`config.mk`:
```
export PLATFORM = sky130hd
export DESIGN_NAME = lsu_word_access
export DESIGN_NICKNAME = d
export VERILOG_FILES = /design/src/rtl/lsu_word_access.sv
export SDC_FILE = /design/constraint.sdc
export NUM_CORES = 1
export LEC_CHECK = 0
export ABC_AREA = 1
export CORE_MARGIN = 1.5
export CORE_UTILIZATION = 50
export DETAILED_ROUTE_END_ITERATION = 10
export MAX_ROUTING_LAYER = met4
export PLACE_DENSITY = 0.79
export SETUP_SLACK_MARGIN = 0.1
export SKIP_CTS_REPAIR_TIMING = 1
export SYNTH_ARGS = -nofsm -noshare
export SYNTH_HDL_FRONTEND = slang
export SYNTH_SLANG_ARGS = --single-unit
```
`constraint.sdc`:
```
create_clock -name clk -period 2.5 [get_ports clk]
set_clock_uncertainty 0.05 [all_clocks]
set_input_delay 0.625 -clock clk [delete_from_list [all_inputs] [get_ports clk]]
set_output_delay 0.625 -clock clk [all_outputs]
set_load 0.02 [all_outputs]
```
`src/rtl/lsu_word_access.sv`:
```
// lsu_word_access: load/store sequencer between the MEM stage and an 8-bit
// data memory with one shared address port. A halfword becomes two
// little-endian byte accesses: the low byte in LO, then the high byte in HI.
// A load returns a zero-extended 16-bit result with a one-cycle resp_valid
// pulse.
// Optional feature macro: LSU_ALIGN_CHECK_EN. When it is defined, an odd
// halfword request is answered with resp_err and makes no memory access.
module lsu_word_access #(
    parameter int AW = 8
) (
    input  logic          clk,
    input  logic          rst_n,
    input  logic          req_valid,
    output logic          req_ready,
    input  logic          req_write,
    input  logic          req_half,
    input  logic [AW-1:0] req_addr,
    input  logic [15:0]   req_wdata,
    output logic          resp_valid,
    output logic [15:0]   resp_rdata,
    output logic          resp_err,
    output logic [AW-1:0] mem_access_addr,
    output logic [7:0]    mem_write_data,
    output logic          mem_write_en,
    output logic          mem_read,
    input  logic [7:0]    mem_read_data
);

    typedef enum logic [1:0] {
        S_IDLE = 2'd0,
        S_LO   = 2'd1,
        S_HI   = 2'd2
    } state_t;

    state_t        state_q, state_d;
    logic          write_q, half_q;
    logic [AW-1:0] addr_q;
    logic [15:0]   wdata_q;
    logic [15:0]   data_q, data_d;
    logic          resp_valid_q;
    logic [15:0]   resp_rdata_q;
    logic          accept;
    logic          misaligned;
    logic          done;

    assign accept = (state_q == S_IDLE) && req_valid;

`ifdef LSU_ALIGN_CHECK_EN
    assign misaligned = req_half && req_addr[0];
`else
    assign misaligned = 1'b0;
`endif

    // Next-state and memory-side decode from the current state and latched fields
    always_comb begin
        state_d         = state_q;
        data_d          = data_q;
        done            = 1'b0;
        req_ready       = 1'b0;
        mem_access_addr = addr_q;
        mem_write_data  = 8'h00;
        mem_write_en    = 1'b0;
        mem_read        = 1'b0;
        case (state_q)
            S_IDLE: begin
                req_ready = 1'b1;
                if (req_valid) begin
                    data_d  = 16'h0000;
                    // A rejected misaligned request stays in IDLE; its error response is registered below
                    state_d = misaligned ? S_IDLE : S_LO;
                end
            end
            S_LO: begin
                mem_write_en   = write_q;
                mem_read       = !write_q;
                mem_write_data = write_q ? wdata_q[7:0] : 8'h00;
                if (!write_q) begin
                    data_d[7:0] = mem_read_data;
                end
                if (half_q) begin
                    state_d = S_HI;
                end else begin
                    state_d = S_IDLE;
                    done    = 1'b1;
                end
            end
            S_HI: begin
                // The address arithmetic is AW bits wide, so the top address wraps to zero
                mem_access_addr = addr_q + AW'(1);
                mem_write_en    = write_q;
                mem_read        = !write_q;
                mem_write_data  = write_q ? wdata_q[15:8] : 8'h00;
                if (!write_q) begin
                    data_d[15:8] = mem_read_data;
                end
                state_d = S_IDLE;
                done    = 1'b1;
            end
            default: begin
                state_d = S_IDLE;
            end
        endcase
    end

    // State, request latch, data capture and response registers
    always_ff @(posedge clk or negedge rst_n) begin
        if (!rst_n) begin
            state_q      <= S_IDLE;
            write_q      <= 1'b0;
            half_q       <= 1'b0;
            addr_q       <= '0;
            wdata_q      <= 16'h0000;
            data_q       <= 16'h0000;
            resp_valid_q <= 1'b0;
            resp_rdata_q <= 16'h0000;
        end else begin
            state_q      <= state_d;
            data_q       <= data_d;
            resp_valid_q <= done || (accept && misaligned);
            if (accept) begin
                write_q <= req_write;
                half_q  <= req_half;
                addr_q  <= req_addr;
                wdata_q <= req_wdata;
            end
            if (done) begin
                resp_rdata_q <= write_q ? 16'h0000 : data_d;
            end else if (accept && misaligned) begin
                resp_rdata_q <= 16'h0000;
            end
        end
    end

`ifdef LSU_ALIGN_CHECK_EN
    logic resp_err_q;

    // The error flag accompanies every response: set for a rejected request, clear otherwise
    always_ff @(posedge clk or negedge rst_n) begin
        if (!rst_n) begin
            resp_err_q <= 1'b0;
        end else if (done || accept) begin
            resp_err_q <= accept && misaligned;
        end
    end

    assign resp_err = resp_err_q;
`else
    assign resp_err = 1'b0;
`endif

    assign resp_valid = resp_valid_q;
    assign resp_rdata = resp_rdata_q;

endmodule

```
==> results.cfg, run 1 <==
[run_status]
outcome = finished, final reports clean

[layout]
nets = 478
drive_gt1_share_pct = 20.4
area_growth_pct = 32.1
postLayoutCoreUtil_pct = 69.1
antenna_cells = 0
instances_no_fill = 512

[power]
ir_drop_v = 0.000649
power.density_nw_per_um2 = 1220
totalPowerFinal_mw = 5.07
leakage_nw = 2.22

[setup_path]
cp_max_fo = 3
arrival_ns = 1.68
path_buf_inv = 4
reg2reg_depth = 9
r2r-start = state_q[0]
cp-end-kind = output pin
startpoint_type = flop
slowest_delay_ns = 0.41
r2r_setup_slack_ns = 0.60
path_cells = inv_1, ha_1, buf_4, inv_2, nor2_2, buf_2
crit_family = buffers and inverters
crit_cells = 6
required_ns = 1.82
critPathLaunch = state_q[1]
path_class = flop to output pin
cpMaxStageDelayCell = dfrtp_1
rr_endpoint = resp_rdata[1]
crit_end = mem_read

[placed_design]
dpl.hpwl_um = 4740
dp.cells = 496
pre_cts_slack_ns = -0.0594
io_buffers = 72
gp_congestion = 0.832

[sta]
rsz0062_at_grt = true
worst_slack_ns = 0.142
drv_slew = 0
hold_viol = 0
max_freq_mhz = 424
period_needed_ns = 2.36
post-route-period-util_pct = 94.3
hold_ws_ns = 0.147
setup_violations = 0

[global_route]
grt_pass1_vias = 2442
antenna_found_initial = 0
grt_pass1_wl_um = 10800
grt_max_degree = 47
grt_usage_pct = 22.2
grt_overflow = 0

[die]
core_um2 = 5990
start_util_pct = 52.3
die_h_um = 82.2
num_rows = 28
io_pins = 74
dieArea_um2 = 6760
die_w_um = 82.2

[routing]
ant_nets = 0
vias = 2505
wl_um = 6640
drt_iter0_markers = 111
firstDrtPassIters = 4
drc = 0
wl_per_cell_um = 13.0
vias_per_cell = 4.89

[clocking]
cts_buffers = 9
cts.clk_slew.worst_paths_ns = 0.06
cts_max_level = 3
clk-insertion-delay-late_ns = 0.34
cts_sinks = 61
cts_tree = built
cts_buffer_depth = 2
clock_tree.root_cell = clkbuf_8

[worst_hold_path]
hp-class = input pin to async pin

[logic_synthesis]
ys_types = 28
netlist_area_um2 = 3140
syn_inst = 350
syn-num-nets = 394
syn_area_per_cell_um2 = 8.96
synth_seq_cells = 61
yosysWarnings = 0
yosysSeqAreaShare_pct = 48.7

[run]
drv_cap = 0
==> worst min path at each step <==
stage / endpoint / from / cells past startpoint
2_1_floorplan: addr_q[0] / rst_n / 0
3_3_place_gp: resp_rdata[0] / resp_rdata[0] / 2
3_5_place_dp: resp_rdata[12] / resp_rdata[12] / 2
4_1_cts: wdata_q[5] / rst_n / 1
5_1_grt: wdata_q[7] / rst_n / 1
6_report: wdata_q[5] / rst_n / 1
==> cells by family (layout without fill, tap and decap cells) <==
| kind of cell | count (synthesis) | in the layout | synth area share, % |
|---|---|---|---|
| AOI/OAI and AO/OA | 20 | 20 | 4.11 |
| xor gates and xnor gates | 4 | 4 | 1.12 |
| adders and majority gates | 7 | 7 | 2.79 |
| buffers and inverters | 38 | 125 | 6.82 |
| DFF | 61 | 61 | 48.7 |
| muxes | 23 | 23 | 10.9 |
| other | 1 | 1 | 0.120 |
| and+or+nand+nor | 196 | 196 | 25.5 |
==> synth_stat cells <==
library cell / instances / share of area [%]
nand2_1: 170 / 20
dfrtp_1: 61 / 49
inv_1: 22 / 2.6
mux2_4: 22 / 11
a21oi_1: 12 / 1.9
nor2_1: 10 / 1.2
buf_6: 8 / 2.9
ha_1: 7 / 2.8
nor2_2: 5 / 1.0
buf_2: 3 / 0.48
inv_2: 3 / 0.36
nand2_2: 3 / 0.60
o21ai_0: 3 / 0.48
xor2_1: 3 / 0.84
buf_4: 2 / 0.48
nand3_1: 2 / 0.32
nor2_4: 2 / 0.72
o21ai_2: 2 / 0.56
conb_1: 1 / 0.12
mux2_2: 1 / 0.36
nand3_2: 1 / 0.32
nand3_4: 1 / 0.56
nand4_1: 1 / 0.20
o21a_4: 1 / 0.48
o21ai_1: 1 / 0.16
o21ai_4: 1 / 0.52
or2_2: 1 / 0.20
xnor2_1: 1 / 0.28
==> cell type report <==
class,count,area [µm²]
fillers,480,1850
repair buffers,86,830
flip-flops and latches,61,1530
multi-input cells,251,1430
inverters,25,93.8
clock buffers,12,155
well taps,75,93.8
clock inverters,2,10.0
==> through the flow <==
| step | TNS [ns] | cell area, µm² |
|---|---|---|
| 2_1_floorplan | 0 | 3140 |
| 5_1_grt | 0 | 4140 |
| 4_1_cts | -5.75 | 4110 |
| 6_report | 0 | 4140 |
| 3_3_place_gp | 0 | 3940 |
| 3_5_place_dp | -0.139 | 3940 |
==> flip-flops by register name (all words and copies together) (netlist names) <==
signal and flops:
write_q 1, resp_rdata 16, wdata_q 16, resp_valid 1
data_q 16, addr_q 8, state_q 2, half_q 1
==> where the power goes <==
part / total, mW / internal (mW) / switching [mW]
logic: 2.61 / 1.20 / 1.41
registers: 1.71 / 1.41 / 0.305
clock network: 0.752 / 0.399 / 0.353
==> routing by layer <==
metal / GRT usage (%) / share of wire, % / wire, µm
met1: 26.7 / 44 / 2910
met2: 35.1 / 49 / 3250
met3: 8.68 / 6.4 / 424
met4: 5.42 / 0.93 / 62
met5: - / 0 / 0
==> cells in the final DEF (no fill, tap or decap), types with 4 or more instances in the layout <==
master             n
inv_1             21
clkbuf_8          11
inv_2              4
mux2_4            22
clkbuf_2           4
dlymetal6s2s_1     5
buf_4             15
nor2_2             4
ha_1               6
a21oi_1           12
nor2_1            10
nand2_1          169
clkdlybuf4s50_1   52
buf_2              4
dfrtp_1           61
Note: power is estimated with default switching activity, not from simulation.
==> run 2, diff against run 1 <==
--- a/config.mk
+++ b/config.mk
@@ -6,6 +6,7 @@
 export NUM_CORES = 1
 export LEC_CHECK = 0
 export ABC_AREA = 1
+export CORE_ASPECT_RATIO = 0.7
 export CORE_MARGIN = 1.5
 export CORE_UTILIZATION = 50
 export DETAILED_ROUTE_END_ITERATION = 10
==> run 2 against run 1 <==
Compared with the run above:
- cell count grew 0.39%
- count of clock-buffer cells in the layout shrank 2
- flip-flop and latch count is the same
- first-iteration DRC count shrank 7.2%
- clock power grew 8.8%
- core utilization grew 0.073 points
- maximum frequency shrank 3.3%
- register-to-register slack is essentially flat
- non-clock buffer count is the same
- sequential share of layout area grew 0.53 points
- critical endpoint unchanged
==> results.cfg, run 2 (synthesis gave the netlist of run 1 again) <==
[global_route]
antenna_found_initial = 0
grt_pass1_vias = 2438
grt_max_degree = 34
grt.met3_usage_pct = 6.85
grt_pass1_wl_um = 11800
top_usage_layer = met2
met1_usage_pct = 30.8
grt_overflow = 0
grt_usage_pct = 22.8
met2_usage_pct = 32.8

[setup_path]
startpoint_type = flop
arrival_ns = 1.76
path_buf_inv = 4
required_ns = 1.82
cp-end-kind = output pin
crit_family = buffers and inverters
r2r_setup_slack_ns = 0.59
path_class = flop to output pin
cp_max_fo = 5
cpMaxStageDelayCell = dfrtp_1
path_cells = inv_1, ha_1, buf_4, inv_2, nor2_2, clkbuf_2
slowest_delay_ns = 0.37

[layout]
area_growth_pct = 30.2
final_common_cell = nand2_1
drive_gt1_share_pct = 21.2
n_fill_cell = 480
postLayoutCoreUtil_pct = 69.2
nets = 478
antenna_cells = 0
layout_common_cells = nand2_1, dfrtp_1, clkdlybuf4s50_1

[sta]
max_slew_margin_pct = 66.0
tightest_slew_ns = 0.509
setup_violations = 0
hold_ws_ns = 0.0132
period_needed_ns = 2.44
tns_ns = 0
post-route-period-util_pct = 97.6
rsz0062_at_grt = true
worst_slack_ns = 0.0604
drv_slew = 0
hold_viol = 0
max_freq_mhz = 410

[routing]
vias_per_cell = 4.83
vias = 2482
drt_iter0_markers = 103
firstDrtPassIters = 4
wl_um = 7020
ant_nets = 0
wl_per_cell_um = 13.7
drc = 0

[power]
totalPowerFinal_mw = 5.10
power.density_nw_per_um2 = 1250
ir_drop_v = 0.000587
leakage_nw = 2.18

[clocking]
clock_tree.root_cell = clkbuf_8
cts_sinks = 61
cts_tree = built
cts_buffers = 9
cts_buffer_depth = 2
cts.clk_slew.worst_paths_ns = 0.07
cts_max_level = 3
clk-insertion-delay-late_ns = 0.34

[placed_design]
dpl.hpwl_um = 4890
io_buffers = 72
gp_congestion = 0.821
pre_cts_slack_ns = -0.0140

[run_status]
outcome = finished, final reports clean

[die]
num_rows = 23
start_util_pct = 53.1
die_w_um = 97.7
die_h_um = 69.3
core_um2 = 5900
io_pins = 74
dieArea_um2 = 6760

[run]
drv_cap = 0

[worst_hold_path]
hp-class = input pin to async pin
## run 2: changes by cell type in the layout (fill, tap and decap cells not counted), moves of 2 or more
cell / change
clkinvlp_4: +4
clkbuf_2: +5
buf_6: -3
buf_12: -3
buf_4: +3
clkinv_2: -2
## run 2: path summary, 6_finish.rpt
kind                               start       endpoint  depth (start not counted)
hold / removal                     rst_n  resp_rdata[8]                          1
hold reg to reg            resp_rdata[7]  resp_rdata[7]                          2
setup / recovery              state_q[1]       mem_read                          6
max in group asynchronous          rst_n     wdata_q[4]                          2
setup reg to reg              state_q[0]  resp_rdata[9]                          9
min in group clk           resp_rdata[7]  resp_rdata[7]                          2
## run 2: area by class of cell
cell class                      instances  area, µm²  area share [%]
Timing Repair Buffer                   86        766            18.8
Clock inverter                          6       47.5            1.16
Sequential cell                        61       1530            37.4
Inverter                               25       93.8            2.30
Tap cell                               75       93.8            2.30
Multi-Input combinational cell        251       1420            34.7
Clock buffer                           10        138            3.37
## run 2: routing by layer
metal	vias up	wire, µm
li1	1245	-
met1	1162	3480
met2	69	3130
met3	6	338
met4	0	77
met5	-	0
## run 2: stage by stage
step | cells | instance area (µm²)
6_report | 514 | 4080
3_5_place_dp | 497 | 3920
2_1_floorplan | 350 | 3140
3_3_place_gp | 497 | 3920
5_1_grt | 514 | 4080
4_1_cts | 513 | 4110
## run 2: power breakdown
| group | total, mW | internal, mW | switching [mW] | leakage (nW) |
|---|---|---|---|---|
| clock network | 0.818 | 0.391 | 0.428 | 0.0811 |
| logic | 2.57 | 1.15 | 1.42 | 1.32 |
| registers | 1.71 | 1.40 | 0.308 | 0.778 |
==> run 3, diff against run 2 <==
--- a/config.mk
+++ b/config.mk
@@ -14,6 +14,7 @@
 export PLACE_DENSITY = 0.79
 export SETUP_SLACK_MARGIN = 0.1
 export SKIP_CTS_REPAIR_TIMING = 1
+export SLEW_MARGIN = 20
 export SYNTH_ARGS = -nofsm -noshare
 export SYNTH_HDL_FRONTEND = slang
 export SYNTH_SLANG_ARGS = --single-unit
==> constraint.sdc (replaced) <==
create_clock -name clk -period 2.5 [get_ports clk]
set_clock_uncertainty 0.05 [all_clocks]
set_input_delay 0.625 -clock clk [delete_from_list [all_inputs] [get_ports clk]]
set_output_delay 0.625 -clock clk [all_outputs]
set_load 0.1 [all_outputs]
==> run 3 against run 2 <==
Compared with the run above:
- the run now ends with setup timing left
- count of clock-buffer cells in the layout unchanged
- worst hold slack improved by 0.20 ns
- via count grew 5.0%
- design area grew 11%
- register-to-register slack improved by 0.02 ns
- sequential share of layout area fell by 3.7 points
- global-route usage increased by 0.79 points
- die area did not move
- flip-flop and latch count did not move
- routed wire length rose by 8.7%
- critical path depth is 2 higher
- largest cell class is now multi-input gates
==> results.cfg, run 3 (synthesis gave the netlist of run 1 again) <==
[routing]
wl_per_cell_um = 14.9
ant_nets = 0
vias_per_cell = 5.07
vias = 2607
drc = 0
drt_iter0_markers = 119
wl_um = 7630
firstDrtPassIters = 4

[clocking]
cts_max_level = 3
cts_buffer_depth = 2
cts_buffers = 9
cts_sinks = 61
clock_tree.root_cell = clkbuf_8
cts_tree = built
cts.clk_slew.worst_paths_ns = 0.07
clk-insertion-delay-late_ns = 0.35

[setup_path]
arrival_ns = 1.83
cp_max_fo = 5
cp-end-kind = output pin
required_ns = 1.82
startpoint_type = flop
path_class = flop to output pin

[global_route]
grt_overflow = 0
grt_pass1_vias = 2467
grt_usage_pct = 23.6
grt_pass1_wl_um = 12100
antenna_found_initial = 0
grt_max_degree = 62

[sta]
tightest_slew_ns = 0.500
drv_slew = 0
rsz0062_at_grt = true
setup_violations = 1
period_needed_ns = 2.51
post-route-period-util_pct = 100
worst_slack_ns = -0.00835
hold_ws_ns = 0.212
hold_viol = 0
max_freq_mhz = 399
max_slew_margin_pct = 66.6

[layout]
multi_input_area_um2 = 1600
n_fill_cell = 371
layout_common_cells = nand2_1, dfrtp_1, clkdlybuf4s50_1
drive_gt1_share_pct = 29.8
nets = 478
antenna_cells = 0
instances_no_fill = 514
area_growth_pct = 44.3
regArea_um2 = 1530
postLayoutCoreUtil_pct = 76.7
final_common_cell = nand2_1

[placed_design]
pre_cts_slack_ns = 0.126
io_buffers = 72
dp.cells = 490
gp_congestion = 0.811
dpl.hpwl_um = 5150

[die]
start_util_pct = 53.1
num_rows = 23
die_h_um = 69.3
io_pins = 74
die_w_um = 97.7
dieArea_um2 = 6760
core_um2 = 5900

[run]
drv_cap = 0

[run_status]
failed_checks = setup timing
outcome = complete, but fails checks

[worst_hold_path]
hp-class = input pin to async pin
-- run 3: changes by cell type in the layout (fill, tap and decap cells not counted), sizes merged, moves of 4 or more --
cell,previous run,this run
buf,21,51
clkdlybuf4s50,52,35
clkbuf,19,10
dlymetal6s2s,4,0
-- run 3: final cells by class --
class	instances	area share, %
Tap cell	75	2.07
Clock buffer	10	3.04
Inverter	25	2.16
Timing Repair Buffer	86	22.0
Multi-Input combinational cell	251	35.4
Sequential cell	61	33.7
Clock inverter	6	1.58
-- run 3: routing by layer --
metal	routed length (µm)	part of all wire, %	vias to the layer above	track usage (%)
met4	104	1.4	0	6.83
met1	3410	45	1275	31.9
li1	-	-	1244	-
met5	0	0	-	-
met3	489	6.4	11	6.55
met2	3630	47	77	35.1
-- run 3: metrics by stage --
step	instance area (µm²)	TNS [ns]
floorplan	3270	-0.228
global placement	4170	0
detailed placement	4170	0
CTS	4380	-2.17
global route	4530	-0.589
finish	4530	-0.00835
-- run 3: worst paths after layout --
| check | from | endpoint | slack [ns] | depth (start not counted) |
|---|---|---|---|---|
| max in group asynchronous | rst_n | wdata_q[8] | 1.90 | 2 |
| setup reg to reg | state_q[1] | resp_rdata[6] | 0.61 | 9 |
| min in group clk | resp_rdata[4] | resp_rdata[4] | 0.43 | 2 |
| hold / removal | rst_n | addr_q[4] | 0.21 | 2 |
| setup / recovery | state_q[0] | mem_access_addr[4] | -0.008 | 8 |
| hold reg to reg | resp_rdata[4] | resp_rdata[4] | 0.43 | 2 |
-- run 3: critical path: stages, from the launching register on --
cell,delay (ns)
dfrtp_1,0.41
inv_2,0.11
ha_4,0.18
buf_6,0.12
nand3_4,0.07
nor2_4,0.15
xnor2_2,0.15
clkinvlp_4,0.13
buf_12,0.17
Power of run 3 is not shown: default switching activity piles up to over one toggle a cycle in this logic, so the estimate is an artifact.
